$ cat src/rtl/ah_decode_sched.sv
// Shared range decoder behind a round-robin arbiter: one field per 3 cycles, registered lookup.
// Optional saturating decode-error counter is built only when AH_DEC_ERR_CNT_EN is defined.
module ah_decode_sched #(
    parameter int NUM_REQ    = 4,
    parameter int REQ_W      = 2,
    parameter int FIELD_W    = 12,
    parameter int NUM_CLIENT = 8,
    parameter int CLIENT_W   = 3
) (
    input  logic                       clk,
    input  logic                       rst_n,
    input  logic [NUM_REQ-1:0]         req_valid,
    input  logic [NUM_REQ*FIELD_W-1:0] req_field,
    output logic [NUM_REQ-1:0]         req_ready,
    input  logic                       cfg_wr,
    input  logic [CLIENT_W-1:0]        cfg_idx,
    input  logic [FIELD_W-1:0]         cfg_lo,
    input  logic [FIELD_W-1:0]         cfg_hi,
    input  logic                       cfg_en,
    output logic                       resp_valid,
    input  logic                       resp_ready,
    output logic [REQ_W-1:0]           resp_req_id,
    output logic [CLIENT_W-1:0]        resp_client,
    output logic                       resp_err,
    output logic [15:0]                err_cnt
);

    typedef enum logic [1:0] {IDLE, LOOKUP, RESP} state_t;

    state_t                                state_q;
    logic [REQ_W-1:0]                      rr_ptr_q;
    logic [REQ_W-1:0]                      id_q;
    logic [FIELD_W-1:0]                    field_q;
    logic [NUM_CLIENT-1:0][FIELD_W-1:0]    lo_q;
    logic [NUM_CLIENT-1:0][FIELD_W-1:0]    hi_q;
    logic [NUM_CLIENT-1:0]                 en_q;
    logic                                  resp_valid_q;
    logic [REQ_W-1:0]                      resp_req_id_q;
    logic [CLIENT_W-1:0]                   resp_client_q;
    logic                                  resp_err_q;

    logic                                  grant_vld_d;
    logic [REQ_W-1:0]                      grant_id_d;
    logic                                  match_hit_d;
    logic [CLIENT_W-1:0]                   match_idx_d;

    // Scan from rr_ptr upward with wrap; walking offsets downward lets the nearest one win.
    always_comb begin
        int s;
        s           = 0;
        grant_vld_d = 1'b0;
        grant_id_d  = '0;
        for (int i = NUM_REQ - 1; i >= 0; i--) begin
            s = int'(rr_ptr_q) + i;
            if (s >= NUM_REQ) begin
                s = s - NUM_REQ;
            end
            if (req_valid[REQ_W'(s)]) begin
                grant_vld_d = 1'b1;
                grant_id_d  = REQ_W'(s);
            end
        end
    end

    // Lowest enabled window containing the latched field wins.
    always_comb begin
        match_hit_d = 1'b0;
        match_idx_d = '0;
        for (int k = NUM_CLIENT - 1; k >= 0; k--) begin
            if (en_q[CLIENT_W'(k)] && (lo_q[CLIENT_W'(k)] <= field_q) &&
                (field_q <= hi_q[CLIENT_W'(k)])) begin
                match_hit_d = 1'b1;
                match_idx_d = CLIENT_W'(k);
            end
        end
    end

    // Valid/ready: a transfer happens on any edge where valid and ready are both high;
    // the producer holds its payload stable until that edge.
    assign req_ready = (rst_n && (state_q == IDLE) && grant_vld_d) ?
                       (NUM_REQ'(1) << grant_id_d) : '0;

    always_ff @(posedge clk or negedge rst_n) begin
        if (!rst_n) begin
            state_q       <= IDLE;
            rr_ptr_q      <= '0;
            id_q          <= '0;
            field_q       <= '0;
            lo_q          <= '0;
            hi_q          <= '0;
            en_q          <= '0;
            resp_valid_q  <= 1'b0;
            resp_req_id_q <= '0;
            resp_client_q <= '0;
            resp_err_q    <= 1'b0;
        end else begin
            if (cfg_wr) begin
                lo_q[cfg_idx] <= cfg_lo;
                hi_q[cfg_idx] <= cfg_hi;
                en_q[cfg_idx] <= cfg_en;
            end
            case (state_q)
                IDLE: begin
                    if (grant_vld_d) begin
                        field_q <= req_field[grant_id_d*FIELD_W +: FIELD_W];
                        id_q    <= grant_id_d;
                        state_q <= LOOKUP;
                    end
                end
                LOOKUP: begin
                    resp_valid_q  <= 1'b1;
                    resp_req_id_q <= id_q;
                    resp_client_q <= match_hit_d ? match_idx_d : '0;
                    resp_err_q    <= ~match_hit_d;
                    state_q       <= RESP;
                end
                RESP: begin
                    if (resp_ready) begin
                        resp_valid_q <= 1'b0;
                        rr_ptr_q     <= (id_q == REQ_W'(NUM_REQ - 1)) ? '0 : id_q + 1'b1;
                        state_q      <= IDLE;
                    end
                end
                default: state_q <= IDLE;
            endcase
        end
    end

    assign resp_valid  = resp_valid_q;
    assign resp_req_id = resp_req_id_q;
    assign resp_client = resp_client_q;
    assign resp_err    = resp_err_q;

`ifdef AH_DEC_ERR_CNT_EN
    logic [15:0] err_cnt_q;

    always_ff @(posedge clk or negedge rst_n) begin
        if (!rst_n) begin
            err_cnt_q <= '0;
        end else if ((state_q == LOOKUP) && !match_hit_d && (err_cnt_q != 16'hFFFF)) begin
            err_cnt_q <= err_cnt_q + 16'd1;
        end
    end

    assign err_cnt = err_cnt_q;
`else
    assign err_cnt = 16'h0000;
`endif

endmodule

$ cat config.mk
export PLATFORM = sky130hd
export DESIGN_NAME = ah_decode_sched
export DESIGN_NICKNAME = d
export VERILOG_FILES = /design/src/rtl/ah_decode_sched.sv
export SDC_FILE = /design/constraint.sdc
export NUM_CORES = 1
export LEC_CHECK = 0
export BUFFER_PORTS_ARGS = -buffer_cell sky130_fd_sc_hd__buf_2
export CORE_MARGIN = 10
export CORE_UTILIZATION = 35
export DETAILED_ROUTE_END_ITERATION = 8
export GPL_TIMING_DRIVEN = 1
export PLACE_DENSITY = 0.51
export REMOVE_ABC_BUFFERS = 1
export SYNTH_ARGS = -nofsm -noshare
export SYNTH_HDL_FRONTEND = slang
export SYNTH_SLANG_ARGS = --single-unit
$ cat constraint.sdc
create_clock -name clk -period 2.3 [get_ports clk]
set_input_delay 0.115 -clock clk [delete_from_list [all_inputs] [get_ports clk]]
set_output_delay 0.115 -clock clk [all_outputs]
set_load 0.01 [all_outputs]
==> impl_metrics.ini <==
[outcome]
status = completed

[critical_path]
cp.arrival_ps = 2420
crit_required_ps = 2520
path_class = reg2reg
path_max_fanout = 5
path_cells = inv_1, ha_1, and2_0, a221o_1, a221oi_1, o21ai_1, a211oi_2, o31ai_1
start_kind = register
cpLargestDelayFamily = compound AO/OA/AOI/OAI gates
cpMaxStageDelayCell = dfrtp_1
cp-end-kind = register
path_buf_inv = 1
max_stage_delay_ps = 430

[sta]
finalClockSkew_ps = 9.19
fmax_mhz = 455
period_share_pct = 95.5
hold_viol = 0
setup_viol = 0
setup_tns_ps = 0
slew_viol_final = 0
layout_min_cycle_time_ps = 2200
holdWs_ps = 8.14

[routing]
via_count = 4537
totalWireLength_um = 15300
viasPerCell = 4.89
firstDrtPassIters = 4
drc = 0
initialDrtViolationCount = 260
antenna_left = 0
wire_per_inst_um = 16.5

[global_route]
grt_antenna_before_repair = 0
grt_use_total_pct = 14.0
grt_max_degree = 39
grt_pass1_vias = 4803
overflow = 0
grt_pass1_wl_um = 24800

[run]
cap_violations = 0

[cts]
worstSkewPairLatency_ps = 350
cts-root-buf = clkbuf_16
cts_sinks = 98
cts_buffers = 9
cts_tree = built
cts_htree_levels = 3
cts_max_path_buffers = 2
cts.clk_slew.worst_paths_ps = 70

[yosys]
syn_inst = 598
syn_area_um2 = 6000
syn-mean-instance-area_um2 = 10.0
synth_cell_types = 48
seq_area_frac_synth_pct = 40.9
ys_seq_elements = 98
ys.warnings.count = 0

[place]
dpl.hpwl_um = 12200
place_area_um2 = 6740
dp.cells = 905
portBuffers = 92
gp_congestion = 0.872

[power]
leakage_nw = 3.46
ir_worst_vdd_uv = 589
power_mw = 7.87
pwr_density_cell_nw_per_um2 = 1100

[cells_and_area]
diodes = 0
fin_area_um2 = 7130
layout_commonest_cell = dfrtp_1
final_cells = 928
syn2layout_area_growth_pct = 18.9
final_cell_mix = 98 x dfrtp_1, 91 x buf_2, 78 x nand2_1
drive_above_1_share_pct = 28.0
nNetsFinal = 862

[floorplan]
dieHeight_um = 151
fp.dieArea_um2 = 22800
rows = 47
die_w_um = 151
io_pins = 111
core-area_um2 = 16700
initial_core_util_pct = 35.9

[min_path]
holdCritPathClass = in2reg
synthesized netlist by cell type (all sizes together):
cell type,n,area share (%)
nand3,6,0.50
buf,30,3.5
a211oi,5,0.83
or3,1,0.10
nand2b,5,0.56
o31ai,4,0.50
nor4b,2,0.29
o22ai,2,0.21
o31a,1,0.15
o21ai,69,6.4
nand3b,1,0.13
dfrtp,98,41
clkinv,1,0.063
ha,73,15
a21oi,28,2.4
o221ai,1,0.15
and2b,1,0.13
or2,2,0.21
a21o,8,1.0
mux2,54,10
nor2b,6,0.63
conb,1,0.063
a221oi,1,0.15
mux2i,12,2.0
a31oi,2,0.21
nor2,10,0.63
a221o,1,0.17
and2,1,0.10
inv,54,3.4
nor3,4,0.33
o2111a,1,0.19
nand4,17,1.8
nor4bb,2,0.33
a2111oi,2,0.29
a311o,1,0.17
nand2,78,4.9
clkbuf,9,0.56
o211ai,4,0.50
power breakdown:
part	total [mW]	internal (mW)	switching, mW
logic	3.81	1.73	2.08
registers	2.57	2.22	0.354
clock network	1.49	0.864	0.624
total	7.87	4.81	3.06
through the flow:
stage	util (%)	worst slack, ps
after floorplan	-	-1420
final	42.7	104
after global placement	40.4	111
after CTS	42.5	5.19
after global routing	42.7	-3.72
after detailed placement	40.4	0.455
worst paths after layout:
path / cells past startpoint / from / slack, ps / end
hold / removal: 3 / cfg_hi[6] / 8 / hi_q[6]
setup / recovery: 8 / field_q[2] / 100 / resp_client[0]
max in group asynchronous: 3 / rst_n / 1220 / lo_q[22]
min in group asynchronous: 2 / rst_n / 270 / state_q[0]
setup reg to reg: 8 / field_q[2] / 100 / resp_client[0]
hold reg to reg: 1 / state_q[1] / 510 / resp_valid
sequential cells by signal, summed over array words and instances (netlist names):
signal,count
id_q,2
state_q,2
resp_req_id,2
field_q,12
en_q,3
resp_valid,1
hi_q,36
resp_client,2
rr_ptr_q,2
lo_q,36
what timing repair did:
item | in CTS | in global routing
hold buffers | 7 | 0
setup buffers | 0 | 2
hold endpoints to repair | 44 | 0
gates resized for setup | 0 | 6
setup endpoints to repair | 0 | 2
area by class of cell:
cell class / instances / area (um^2)
inverters: 55 / 206
fillers: 1621 / 9570
clock inverters: 2 / 38.8
flip-flops and latches: 98 / 2450
multi-input cells: 423 / 3230
clock buffers: 12 / 246
well taps: 220 / 275
repair buffers: 118 / 688
kinds of logic after synthesis:
group	share of synthesized area (%)
fa+ha+maj	15.2
buf+inv	7.51
flops	40.9
other cells	0.0625
simple gates	10.6
compound gates	13.3
mux	12.5
layer usage:
layer  vias to the layer above  track usage, %  share of wire (%)
met2                        90            23.7                 49
met5                         -               0                  0
met4                         0            3.71                1.4
met3                        10            3.55                4.7
met1                      2158            17.3                 45
li1                       2279               -                  -
worst register-to-register path, delay by kind of cell, from the launching register on:
| family | cells | cell delay, ps |
|---|---|---|
| DFF | 1 | 430 |
| buffers and inverters | 1 | 120 |
| adders and majority gates | 1 | 300 |
| AOI/OAI and AO/OA | 5 | 1080 |
| and+or+nand+nor | 1 | 150 |
No activity file was read; power rests on OpenSTA's default activity.
